<file path="src/rtl/chain_step_scheduler.sv">
// chain_step_scheduler: per-frame sequencer for the rope core array.
// Each frame runs in this order: mouse capture, node integration, ITERS
// constraint sweeps, boundary exchange, then a done pulse. The slot enables
// and the core mask are broadcast to all NUM_CORES node cores.
//
// Optional build macro SCHED_PARITY_SPLIT_EN: every constraint slot is split
// into two cycles. The first cycle enables the even-indexed cores and the
// second enables the odd-indexed cores, so that neighbouring cores never
// relax adjacent boundary nodes at the same time. If the macro is not
// defined, each slot takes one cycle with all cores enabled.
//
// Every output is a register. The state register names the phase that is on
// the outputs in the current cycle. Each edge works out the outputs for the
// next cycle from that phase and from the slot/sweep counters. In
// INTEGRATE/CONSTRAIN the counters hold the step that is currently showing,
// or the step shown last before a stall.
module chain_step_scheduler #(
  parameter int NUM_CORES      = 4,
  parameter int NODES_PER_CORE = 5,
  parameter int ITERS          = 8
) (
  input  logic                      clk,
  input  logic                      reset,
  input  logic                      frame_start,
  input  logic                      stall,
  output logic [NODES_PER_CORE-1:0] integrate_en,
  output logic [NODES_PER_CORE-1:0] constrain_en,
  output logic [NUM_CORES-1:0]      core_mask,
  output logic                      mouse_latch,
  output logic                      boundary_latch,
  output logic [7:0]                iter,
  output logic                      busy,
  output logic                      done,
  output logic [7:0]                overrun_cnt
);

  localparam int SW = (NODES_PER_CORE > 1) ? $clog2(NODES_PER_CORE) : 1;
  localparam logic [SW-1:0] SLOT_LAST = SW'(NODES_PER_CORE - 1);
  localparam logic [7:0]    ITER_LAST = 8'(ITERS - 1);
  localparam logic [NUM_CORES-1:0] MASK_ALL = '1;

  // Mask selecting the even cores (odd=0) or the odd cores (odd=1).
  function automatic logic [NUM_CORES-1:0] parity_mask(input logic odd);
    logic [NUM_CORES-1:0] m;
    m = '0;
    for (int i = 0; i < NUM_CORES; i++) m[i] = (i[0] == odd);
    return m;
  endfunction

`ifdef SCHED_PARITY_SPLIT_EN
  localparam logic                 PARITY = 1'b1;
  localparam logic [NUM_CORES-1:0] MASK_A = parity_mask(1'b0);
`else
  localparam logic                 PARITY = 1'b0;
  localparam logic [NUM_CORES-1:0] MASK_A = MASK_ALL;
`endif
  localparam logic [NUM_CORES-1:0] MASK_B = parity_mask(1'b1);

  function automatic logic [NODES_PER_CORE-1:0] onehot(input logic [SW-1:0] s);
    return NODES_PER_CORE'(1) << s;
  endfunction

  typedef enum logic [2:0] {
    S_IDLE, S_MOUSE, S_INTEGRATE, S_CONSTRAIN, S_SYNC, S_DONE
  } state_t;

  state_t        state;
  logic [SW-1:0] slot;
  logic          phase;
  logic          last_half;

  // Without the parity split every slot counts as its own last half.
  assign last_half = phase | ~PARITY;

  // Frame sequencer: next state, counters and registered outputs.
  always_ff @(posedge clk) begin
    if (!reset) begin
      state          <= S_IDLE;
      slot           <= '0;
      phase          <= 1'b0;
      integrate_en   <= '0;
      constrain_en   <= '0;
      core_mask      <= '0;
      mouse_latch    <= 1'b0;
      boundary_latch <= 1'b0;
      iter           <= '0;
      busy           <= 1'b0;
      done           <= 1'b0;
      overrun_cnt    <= '0;
    end else begin
      // The pulses and enables are low unless the case below sets them for the next cycle.
      integrate_en   <= '0;
      constrain_en   <= '0;
      core_mask      <= '0;
      mouse_latch    <= 1'b0;
      boundary_latch <= 1'b0;
      done           <= 1'b0;

      if (state != S_IDLE && frame_start && overrun_cnt != 8'hFF)
        overrun_cnt <= overrun_cnt + 8'd1;

      case (state)
        S_IDLE: begin
          if (frame_start) begin
            state       <= S_MOUSE;
            mouse_latch <= 1'b1;
            busy        <= 1'b1;
            slot        <= '0;
            phase       <= 1'b0;
            iter        <= '0;
          end
        end

        // stall has no effect here. The first integrate slot always goes out on this edge.
        S_MOUSE: begin
          state        <= S_INTEGRATE;
          slot         <= '0;
          integrate_en <= onehot('0);
          core_mask    <= MASK_ALL;
        end

        S_INTEGRATE: begin
          if (!stall) begin
            if (slot == SLOT_LAST) begin
              state        <= S_CONSTRAIN;
              slot         <= '0;
              phase        <= 1'b0;
              constrain_en <= onehot('0);
              core_mask    <= MASK_A;
            end else begin
              slot         <= slot + 1'b1;
              integrate_en <= onehot(slot + 1'b1);
              core_mask    <= MASK_ALL;
            end
          end
        end

        S_CONSTRAIN: begin
          if (!stall) begin
            if (!last_half) begin
              // Second half of a split slot: same node, odd cores.
              phase        <= 1'b1;
              constrain_en <= onehot(slot);
              core_mask    <= MASK_B;
            end else if (slot != SLOT_LAST) begin
              slot         <= slot + 1'b1;
              phase        <= 1'b0;
              constrain_en <= onehot(slot + 1'b1);
              core_mask    <= MASK_A;
            end else if (iter != ITER_LAST) begin
              slot         <= '0;
              phase        <= 1'b0;
              iter         <= iter + 8'd1;
              constrain_en <= onehot('0);
              core_mask    <= MASK_A;
            end else begin
              state          <= S_SYNC;
              slot           <= '0;
              phase          <= 1'b0;
              boundary_latch <= 1'b1;
            end
          end
        end

        S_SYNC: begin
          state <= S_DONE;
          done  <= 1'b1;
          iter  <= '0;
        end

        S_DONE: begin
          state <= S_IDLE;
          busy  <= 1'b0;
        end

        default: begin
          state <= S_IDLE;
          busy  <= 1'b0;
        end
      endcase
    end
  end

endmodule
</file>
<file path="config.mk">
export PLATFORM = sky130hd
export DESIGN_NAME = chain_step_scheduler
export DESIGN_NICKNAME = d
export VERILOG_FILES = /design/src/rtl/chain_step_scheduler.sv
export SDC_FILE = /design/constraint.sdc
export NUM_CORES = 1
export LEC_CHECK = 0
export ABC_AREA = 1
export CAP_MARGIN = 20
export CORE_ASPECT_RATIO = 1.1
export CORE_UTILIZATION = 30
export CTS_CLUSTER_DIAMETER = 200
export DETAILED_ROUTE_END_ITERATION = 8
export PLACE_DENSITY_LB_ADDON = 0.12
export SLEW_MARGIN = 10
export SYNTH_ARGS = -nofsm -noshare
export SYNTH_HDL_FRONTEND = slang
export SYNTH_SLANG_ARGS = --single-unit
</file>
<file path="constraint.sdc">
create_clock -name clk -period 1.6 [get_ports clk]
set_input_delay 0.32 -clock clk [delete_from_list [all_inputs] [get_ports clk]]
set_output_delay 0.32 -clock clk [all_outputs]
set_load 0.01 [all_outputs]
</file>
==> results of run 1 <==
-- power groups by stage --
stage          Clock (uW)  Combinational, uW  Sequential (uW)
6_report              651               1330             1150
5_1_grt               711               1520             1160
4_1_cts               672               1330             1150
3_5_place_dp            0               1340             1170
3_3_place_gp            0               1350             1170
2_1_floorplan           0                817             1200
-- path summary, 6_finish.rpt --
kind                        from              to  slack [ns]
setup reg to reg  overrun_cnt[1]  overrun_cnt[1]        0.18
hold reg to reg   overrun_cnt[7]  overrun_cnt[7]        0.50
setup / recovery         iter[6]         iter[6]        0.04
hold / removal    overrun_cnt[7]  overrun_cnt[7]        0.50
-- layout by cell type (no fill, tap or decap), types with 2 or more instances in the layout --
master / instances
a21oi_1: 10
buf_4: 13
clkbuf_8: 5
clkdlybuf4s50_1: 34
clkinv_2: 3
dfxtp_1: 28
dfxtp_2: 7
dfxtp_4: 2
dlygate4sd2_1: 3
ha_1: 7
inv_1: 29
inv_2: 5
nand2_1: 62
nand2_2: 4
nand3_1: 32
nand4_1: 5
nor2_1: 40
nor2_2: 2
nor3_1: 5
o21ai_0: 6
o21ai_1: 2
xor2_1: 5
-- what timing repair did --
item,CTS,global route
pin swaps,0,1
setup endpoints to repair,7,10
resized for setup,7,8
-- layer usage --
metal / routed length [microns] / global-route usage / vias up
met5: 0 / 0 / -
met1: 2110 / 0.181 / 783
met2: 1890 / 0.230 / 38
met3: 207 / 0.0370 / 7
met4: 62 / 0.0549 / 0
li1: - / - / 958
-- final cells by class --
| class | count | area (sq um) |
|---|---|---|
| inverter | 37 | 143 |
| clock inverter | 3 | 17.5 |
| clock buffer | 5 | 68.8 |
| timing repair buffer | 51 | 484 |
| sequential | 37 | 757 |
| fill | 628 | 3370 |
| tap | 77 | 96.3 |
| multi-input combinational | 189 | 945 |
-- stage by stage --
step                      power (uW)   util  setup slack, ns
final                           3130  0.427           0.0372
after global routing            3400  0.427         0.000577
after floorplan                 2020      -            0.207
after detailed placement        2510  0.410          -0.0278
after CTS                       3150  0.425          0.00317
after global placement          2510  0.410          -0.0147
-- cell families after synthesis --
family	count (synthesis)
AND/OR/NAND/NOR	155
adder cells (fa/ha/maj)	7
XOR/XNOR	5
flip-flops	37
buffers and inverters	43
AO/OA/AOI/OAI	22
-- registers in the layout, summed over array words and instances, names as in the netlist --
signal,count
state,3
core_mask,1
boundary_latch,1
constrain_en,5
mouse_latch,1
done,1
iter,8
overrun_cnt,8
integrate_en,5
busy,1
slot,3
==> impl_metrics.ini, run 1 <==
[sta]
final.period_utilization = 0.977
finalCriticalPeriod_ns = 1.56
max_freq_ghz = 0.640
relSlewSlack = 0.809
finalMaxSlewViolations = 0
hold_ws_ns = 0.497
tightest_slew_ns = 0.286
hold_viol = 0
rsz0062_at_grt = no
fin_tns_setup_ns = 0
setup_viol = 0
skew_ns = 0.00360

[placement]
place_inst = 391
portBuffers = 37
gp_congestion = 0.783
placed_cell_area_sq_mm = 0.00241
dp_hpwl_microns = 3260

[synthesis]
synth_fp_nets = 280
ys_seq_area_frac = 0.398
muxShareOfSynthArea = 0
synth_top_area_share = 0.398
synth_edf_count = 0
syn_inst = 269
ys_warn_count = 0
synthAdderAreaFrac = 0.0471
synth_top_family_by_area = simple AND/OR/NAND/NOR gates
synthSimpleGateAreaFrac = 0.370
synth.area.top_cells = dfxtp_1 40%, nand2_1 13%, nand3_1 8.6%
yosysMostFrequentCell = nand2_1
ys_ff_latch = 37
synth_xor_area_frac = 0.0235
yosysTopAreaCell = dfxtp_1
async_flop_share = 0
avgSynthCellArea_sq_um = 6.92
syn-cell-area_sq_mm = 0.00186
synth_compound_area_frac = 0.0659
synth_ff_type = dfxtp_1
synth.distinct_cells = 31
synthTopCellsByCount = 62 x nand2_1, 41 x nor2_1, 37 x dfxtp_1

[drt]
drc_errors = 0
viasPerCell = 4.48
drtAntennaViolNets = 0
wirelength_microns = 4280
first_pass_iters = 4
drt-wirelength-per-cell_microns = 10.7
vias = 1786
drtIter0Drc = 71

[worst_setup_path]
cpPeakStageDelay_ns = 0.56
worst-path-stages = 1
slowest_stage = clkdlybuf4s50_1
cp.arrival_ns = 1.24
crit_path_start_kind = flip-flop
cp_cell_sequence = clkdlybuf4s50_1
crit_buf_inv = 1
critical_path.top_delay_family = buffers and inverters
cp_max_fo = 5
crit_type = flip-flop to primary output
ff2ff_path_depth = 8
worstSetupEndpointType = primary output
worstPathRequired_ns = 1.28

[grt]
grt_pass1_vias = 1671
grt_pass1_wl_microns = 7470
overflow = 0
grt_max_degree = 14
gr-usage-all-layers = 0.142
antenna_found_initial = 0

[power_and_ir_drop]
swShare = 0.397
p_sw_uw = 1240
p_seq_frac = 0.367
power.density_mw_per_mm2 = 1240
ir_drop_mv = 0.470
combPwrFrac = 0.425
internal_power_uw = 1880
p_clk_frac = 0.208
leakagePower_uw = 0.00110

[run]
cap_viol_max_count = 0

[hold_path]
hp-class = flip-flop to flip-flop
holdPathStages = 2

[status]
outcome = complete, no violations

[floorplanning]
pin_count = 38
core_area_sq_mm = 0.00588
die_x_microns = 77.1
initial_core_util = 0.317
fp.dieH_microns = 84.6
rows = 29
dieArea_sq_mm = 0.00652

[cts]
cts-htree-levels = 2
cts-root-buf = clkbuf_8
cts_buffers = 5
cts.sinks = 37
clk_latency_ns = 0.29
cts_tree = done
cts_hold_buf = 0
cts_buffer_depth = 2
post_cts_buffers = 0
clk_pin_slew_worst_paths_ns = 0.08

[cells_and_area]
diodes = 0
stdcell_count = 399
syn_to_final_growth_pct = 35.0
fin_area_sq_mm = 0.00251
drive_gt1_frac = 0.149
finalNetCount = 332
No activity file was read; power rests on OpenSTA's default activity.
==> run 2: changes to the inputs <==
--- a/config.mk
+++ b/config.mk
@@ -9,7 +9,7 @@
 export CAP_MARGIN = 20
 export CORE_ASPECT_RATIO = 1.1
 export CORE_UTILIZATION = 30
-export CTS_CLUSTER_DIAMETER = 200
+export CTS_CLUSTER_DIAMETER = 30
 export DETAILED_ROUTE_END_ITERATION = 8
 export PLACE_DENSITY_LB_ADDON = 0.12
 export SLEW_MARGIN = 10
==> results of run 2 <==
No change in the layout: final DEF, timing and power equal those of run 1.
